[config.mk]
export PLATFORM = sky130hd
export DESIGN_NAME = data_mem_arbiter_flat
export DESIGN_NICKNAME = d
export VERILOG_FILES = /design/src/rtl/data_mem_arbiter_if.sv /design/src/rtl/data_mem_arbiter.sv /design/src/flat_wrapper.sv
export SDC_FILE = /design/constraint.sdc
export NUM_CORES = 1
export LEC_CHECK = 0
export ABC_AREA = 1
export ABC_CLOCK_PERIOD_IN_PS = 4700
export BUFFER_PORTS_ARGS = -buffer_cell sky130_fd_sc_hd__buf_2
export CAP_MARGIN = 20
export CORE_AREA = 3 3 133 83
export DETAILED_ROUTE_END_ITERATION = 10
export DIE_AREA = 0 0 136 86
export MAX_ROUTING_LAYER = met4
export PLACE_DENSITY = 0.73
export SLEW_MARGIN = 15
export SYNTH_ARGS = -nofsm -noshare
export SYNTH_HDL_FRONTEND = slang
export SYNTH_SLANG_ARGS = --single-unit
[constraint.sdc]
create_clock -name clk -period 4.7 [get_ports clk]
set_clock_uncertainty 0.1 [all_clocks]
set_input_delay 0.94 -clock clk [delete_from_list [all_inputs] [get_ports clk]]
set_output_delay 0.94 -clock clk [all_outputs]
set_load 0.02 [all_outputs]
[src/rtl/data_mem_arbiter_if.sv]
// Requester-side bus for data_mem_arbiter: one instance per requester.
// master = requester (CPU stage or loader), slave = arbiter.
interface data_mem_arbiter_if #(
  parameter int unsigned ADDR_W = 6
);
  logic              req;
  logic              we;
  logic              lock;
  logic [ADDR_W-1:0] addr;
  logic [31:0]       wdata;
  logic              gnt;
  logic              rvalid;
  logic [31:0]       rdata;

  modport master (
    output req, we, lock, addr, wdata,
    input  gnt, rvalid, rdata
  );

  modport slave (
    input  req, we, lock, addr, wdata,
    output gnt, rvalid, rdata
  );
endinterface

[src/rtl/data_mem_arbiter.sv]
// Two-requester arbiter for the single DataMemory port: round-robin with locked bursts.
// Define MEM_ARB_FIXED_PRIO_EN to give requester A fixed priority over B.
module data_mem_arbiter #(
  parameter int unsigned ADDR_W    = 6,
  parameter int unsigned BURST_MAX = 4
) (
  input  logic                clk,
  input  logic                rst_n,
  data_mem_arbiter_if.slave   a,
  data_mem_arbiter_if.slave   b,
  output logic [31:0]         mem_addr,
  output logic [31:0]         mem_wdata,
  output logic                mem_write,
  output logic                mem_read,
  input  logic [31:0]         mem_rdata
);

  localparam int unsigned CNT_W = (BURST_MAX > 1) ? $clog2(BURST_MAX) : 1;
  localparam logic [CNT_W-1:0] BURST_LAST = CNT_W'(BURST_MAX - 1);

  typedef enum logic [1:0] {
    IDLE  = 2'd0,
    OWN_A = 2'd1,
    OWN_B = 2'd2
  } state_t;

  state_t           r_state;
  logic [CNT_W-1:0] r_burst_cnt;
  logic             r_a_rvalid;
  logic             r_b_rvalid;
  logic [31:0]      r_a_rdata;
  logic [31:0]      r_b_rdata;
`ifndef MEM_ARB_FIXED_PRIO_EN
  logic             r_last_b;
`endif

  logic w_a_gnt;
  logic w_b_gnt;
  logic w_a_hold;
  logic w_b_hold;

  assign w_a_gnt  = (r_state == OWN_A) && a.req;
  assign w_b_gnt  = (r_state == OWN_B) && b.req;
  assign w_a_hold = w_a_gnt && a.lock && (r_burst_cnt < BURST_LAST);
  assign w_b_hold = w_b_gnt && b.lock && (r_burst_cnt < BURST_LAST);

  assign a.gnt    = w_a_gnt;
  assign b.gnt    = w_b_gnt;
  assign a.rvalid = r_a_rvalid;
  assign b.rvalid = r_b_rvalid;
  assign a.rdata  = r_a_rdata;
  assign b.rdata  = r_b_rdata;

  always_comb begin
    mem_addr  = '0;
    mem_wdata = '0;
    mem_write = 1'b0;
    mem_read  = 1'b0;
    if (w_a_gnt) begin
      mem_addr  = 32'(a.addr);
      mem_wdata = a.wdata;
      mem_write = a.we;
      mem_read  = ~a.we;
    end else if (w_b_gnt) begin
      mem_addr  = 32'(b.addr);
      mem_wdata = b.wdata;
      mem_write = b.we;
      mem_read  = ~b.we;
    end
  end

  always_ff @(posedge clk or negedge rst_n) begin
    if (!rst_n) begin
      r_state     <= IDLE;
      r_burst_cnt <= '0;
      r_a_rvalid  <= 1'b0;
      r_b_rvalid  <= 1'b0;
      r_a_rdata   <= '0;
      r_b_rdata   <= '0;
`ifndef MEM_ARB_FIXED_PRIO_EN
      r_last_b    <= 1'b1;
`endif
    end else begin
      r_a_rvalid <= w_a_gnt & ~a.we;
      r_b_rvalid <= w_b_gnt & ~b.we;
      if (w_a_gnt && !a.we) r_a_rdata <= mem_rdata;
      if (w_b_gnt && !b.we) r_b_rdata <= mem_rdata;

      case (r_state)
        IDLE: begin
          r_burst_cnt <= '0;
`ifdef MEM_ARB_FIXED_PRIO_EN
          if (a.req)      r_state <= OWN_A;
          else if (b.req) r_state <= OWN_B;
`else
          if (a.req && (!b.req || r_last_b)) begin
            r_state  <= OWN_A;
            r_last_b <= 1'b0;
          end else if (b.req) begin
            r_state  <= OWN_B;
            r_last_b <= 1'b1;
          end
`endif
        end
        OWN_A: begin
          if (w_a_hold) begin
            r_burst_cnt <= r_burst_cnt + CNT_W'(1);
`ifdef MEM_ARB_FIXED_PRIO_EN
          // B only takes over when A has stopped asking
          end else if (b.req && !a.req) begin
`else
          end else if (b.req) begin
            r_last_b    <= 1'b1;
`endif
            r_state     <= OWN_B;
            r_burst_cnt <= '0;
          end else begin
            r_state     <= IDLE;
            r_burst_cnt <= '0;
          end
        end
        OWN_B: begin
          if (w_b_hold) begin
            r_burst_cnt <= r_burst_cnt + CNT_W'(1);
          end else if (a.req) begin
`ifndef MEM_ARB_FIXED_PRIO_EN
            r_last_b    <= 1'b0;
`endif
            r_state     <= OWN_A;
            r_burst_cnt <= '0;
          end else begin
            r_state     <= IDLE;
            r_burst_cnt <= '0;
          end
        end
        default: begin
          r_state     <= IDLE;
          r_burst_cnt <= '0;
        end
      endcase
    end
  end

endmodule

[src/flat_wrapper.sv]
// flat-port wrapper written by rule: the top's interface ports become plain ports
module data_mem_arbiter_flat 
#(
  parameter int unsigned ADDR_W    = 6,
  parameter int unsigned BURST_MAX = 4
)
  (clk, rst_n, mem_addr, mem_wdata, mem_write, mem_read, mem_rdata, a_req, a_we, a_lock, a_addr, a_wdata, a_gnt, a_rvalid, a_rdata, b_req, b_we, b_lock, b_addr, b_wdata, b_gnt, b_rvalid, b_rdata);
  data_mem_arbiter_if #(.ADDR_W(ADDR_W)) a_i ();
  data_mem_arbiter_if #(.ADDR_W(ADDR_W)) b_i ();
  input  logic clk;
  input  logic rst_n;
  output logic [31:0] mem_addr;
  output logic [31:0] mem_wdata;
  output logic mem_write;
  output logic mem_read;
  input  logic [31:0] mem_rdata;
  input wire logic [$bits(a_i.req)-1:0] a_req;
  input wire logic [$bits(a_i.we)-1:0] a_we;
  input wire logic [$bits(a_i.lock)-1:0] a_lock;
  input wire logic [$bits(a_i.addr)-1:0] a_addr;
  input wire logic [$bits(a_i.wdata)-1:0] a_wdata;
  output wire logic [$bits(a_i.gnt)-1:0] a_gnt;
  output wire logic [$bits(a_i.rvalid)-1:0] a_rvalid;
  output wire logic [$bits(a_i.rdata)-1:0] a_rdata;
  input wire logic [$bits(b_i.req)-1:0] b_req;
  input wire logic [$bits(b_i.we)-1:0] b_we;
  input wire logic [$bits(b_i.lock)-1:0] b_lock;
  input wire logic [$bits(b_i.addr)-1:0] b_addr;
  input wire logic [$bits(b_i.wdata)-1:0] b_wdata;
  output wire logic [$bits(b_i.gnt)-1:0] b_gnt;
  output wire logic [$bits(b_i.rvalid)-1:0] b_rvalid;
  output wire logic [$bits(b_i.rdata)-1:0] b_rdata;
  assign a_i.req = a_req;
  assign a_i.we = a_we;
  assign a_i.lock = a_lock;
  assign a_i.addr = a_addr;
  assign a_i.wdata = a_wdata;
  assign a_gnt = a_i.gnt;
  assign a_rvalid = a_i.rvalid;
  assign a_rdata = a_i.rdata;
  assign b_i.req = b_req;
  assign b_i.we = b_we;
  assign b_i.lock = b_lock;
  assign b_i.addr = b_addr;
  assign b_i.wdata = b_wdata;
  assign b_gnt = b_i.gnt;
  assign b_rvalid = b_i.rvalid;
  assign b_rdata = b_i.rdata;
  data_mem_arbiter #(.ADDR_W(ADDR_W), .BURST_MAX(BURST_MAX)) u_core (.clk(clk), .rst_n(rst_n), .a(a_i), .b(b_i), .mem_addr(mem_addr), .mem_wdata(mem_wdata), .mem_write(mem_write), .mem_read(mem_read), .mem_rdata(mem_rdata));
endmodule
==> metrics.log <==
INFO  metric min_path_cells = 1
INFO  metric synth.ff_latch_count = 71
INFO  metric grt_util_met1 = 26.7%
INFO  metric synth_seq_area_share = 47.6%
INFO  metric maxCapViolations = 0
INFO  metric final_hold_viol_count = 0
INFO  metric hp-start = u_core.r_burst_cnt[0]
INFO  metric tightestPinTransition = 872 ps
INFO  metric rsz_0062_raised_after_global_routing = no
INFO  metric worstRegToRegCells = 9
INFO  metric routed_via_density = 4.46
INFO  metric netlist_instances = 456
INFO  metric first_global_vias = 3,274
INFO  metric std_cell_rows = 28
INFO  metric cts_num_sinks = 71
INFO  metric critPathKind = in2out
INFO  metric mostFrequentLayoutCell = buf_2
INFO  metric slew-limit-headroom = 41.9%
INFO  metric cts_inserted_buffers = 9
INFO  metric core_area = 9880 um2
INFO  metric cts.repair_timing.setup_buffer_count = 0
INFO  metric dr.pass1.iters = 5
INFO  metric numPortBuffers = 223
INFO  metric layout_common_cells = buf_2, nand2_1, dfrtp_1
INFO  metric cts.hold.buffers_added = 0
INFO  metric gr-usage-all-layers = 18.2%
INFO  metric clock_tree_from_tritoncts = done
INFO  metric final_min_period_over_clock_period = 68.4%
INFO  metric crit_path_end_kind = output pin
INFO  metric grt.busiest_layer = met1
INFO  metric placement.setup.worst_slack = 1260 ps
INFO  metric r2r_start = u_core.r_state[1]
INFO  metric finalCriticalPeriod = 3210 ps
INFO  metric mappedNetlistArea = 3740 um2
INFO  metric drt-total-wl = 10.9 mm
INFO  metric max-vdd-ir-drop = 0.342 mV
INFO  metric fp.dieH = 86 um
INFO  metric initial_antenna_violation_count = 0
INFO  metric maxClockFrequency = 0.311 GHz
INFO  metric worstPathRequired = 3660 ps
INFO  metric drt_first_iter_violations = 210
INFO  metric grt_start_max_net_pins = 72
INFO  metric cts_resized = 0
INFO  metric postRouteAntennaNets = 0
INFO  metric grt_met2_usage = 24.9%
INFO  metric clk_root_buffer_cell = clkbuf_16
INFO  metric gp_congestion = 0.838
INFO  metric die_x = 136 um
INFO  metric drt_drc_violations_left = 0
INFO  metric synthToLayoutAreaGrowth = 34.8%
INFO  metric critical_path.max_fanout = 19
INFO  metric min_path_type = reg2reg
INFO  metric routedWlPerCell = 13.4 um
INFO  metric cts_htree_levels = 3
INFO  metric synth_cell_types = 20
INFO  metric num_vias = 3,600
INFO  metric grt_pass1_wl = 16.4 mm
INFO  metric cts.reportedPaths.clkPinSlew = 50 ps
INFO  metric layout.nets = 790
INFO  metric die_area = 11,700 um2
INFO  metric boundaryPins = 250
INFO  metric critical_path.startpoint = a_req
INFO  metric worst-endpoint-arrival = 2170 ps
INFO  metric clock_tree.buffer_depth = 2
INFO  metric final-setup-viol-count = 0
INFO  metric final_cell_count_no_fill = 808
INFO  metric fin_setup_tns = 0 ps
INFO  metric number_of_antenna_diodes = 0
INFO  metric use_met3 = 4.75%
INFO  metric syn_avg_cell_area = 8.20 um2
INFO  metric worstSkewPairLatency = 310 ps
INFO  metric grt_overflow = 0
INFO  metric worst_setup_start_kind = input port
INFO  metric post-place-cells = 792
INFO  metric pwr_density_cell = 619 nW/um2
INFO  metric leakagePower = 3.08 nW
INFO  metric yosysWarnings = 0
INFO  metric outcome = finished, final reports clean
INFO  metric final-max-slew-violation-count = 0
INFO  metric post-route-worst-setup-slack = 1490 ps
INFO  metric initial_utilization = 37.8%
INFO  metric dp_hpwl = 8.42 mm
INFO  metric drive_above_1_share = 41.3%
[sequential cells by signal, indices dropped and copies added (netlist names)]
register / count
u_core.r_burst_cnt: 2
u_core.b.rdata: 32
u_core.r_state: 2
u_core.a.rvalid: 1
u_core.a.rdata: 32
u_core.b.rvalid: 1
u_core.r_last_b: 1
[synthesized netlist by cell type (all sizes together)]
cell type | n | area, um2
nand2 | 163 | 614
dfrtp | 70 | 1750
o21ai | 68 | 460
buf | 46 | 370
inv | 45 | 169
nand3 | 43 | 215
clkbuf | 6 | 22.5
nor2 | 6 | 32.5
ha | 5 | 62.6
a21oi | 2 | 10.0
conb | 1 | 3.75
dfstp | 1 | 26.3
[where the power goes]
group | internal [mW] | switching (mW) | total (mW)
Sequential | 0.894 | 0.155 | 1.05
Clock | 0.368 | 0.217 | 0.584
Combinational | 0.498 | 0.987 | 1.48
[through the flow]
stage | power, mW | cell area [um2] | util, % | hold WS [ps]
floorplan | 2.04 | 3830 | - | 309
global placement | 2.50 | 4760 | 48.2 | 319
detailed placement | 2.54 | 4760 | 48.2 | 332
CTS | 3.15 | 5020 | 50.8 | 339
global route | 3.34 | 5040 | 51.0 | 357
finish | 3.12 | 5040 | 51.0 | 333
[path summary, 6_finish.rpt]
path	end	slack (ps)
setup / recovery	mem_wdata[18]	1490
hold / removal	u_core.r_burst_cnt[0]	330
setup reg to reg	u_core.a.rdata[1]	2300
hold reg to reg	u_core.r_burst_cnt[0]	330
max in group asynchronous	u_core.b.rdata[22]	3290
min in group asynchronous	u_core.a.rdata[9]	650
[critical path, stage by stage]
cell and delay [ps]:
buf_2 130, nand2_2 70, inv_1 420, buf_4 300, nand2_1 80, nand2_1 60, buf_2 160
[cell families (layout without fill, tap and decap cells)]
| group | count (synthesis) | in the layout | synth area share (%) |
|---|---|---|---|
| buffers and inverters | 97 | 289 | 15.0 |
| flip-flops | 71 | 71 | 47.6 |
| AND/OR/NAND/NOR | 212 | 212 | 23.1 |
| adder cells (fa/ha/maj) | 5 | 5 | 1.67 |
| AO/OA/AOI/OAI | 70 | 70 | 12.6 |
| other | 1 | 26 | 0.100 |
[routing by layer]
metal  part of all wire (%)  wire (um)  up-vias
li1                       -          -     1803
met5                      0          0        -
met4                   0.47         51        0
met1                     47       5150     1656
met3                    7.6        825        6
met2                     44       4830      135
[layout make-up]
| cell class | instances | area, um2 |
|---|---|---|
| Inverter | 45 | 169 |
| Sequential cell | 71 | 1780 |
| Multi-Input combinational cell | 313 | 1490 |
| Clock buffer | 14 | 254 |
| Tap cell | 135 | 169 |
| Fill cell | 951 | 4840 |
| Clock inverter | 1 | 5.00 |
| Timing Repair Buffer | 229 | 1170 |
No activity file was read; power rests on OpenSTA's default activity.
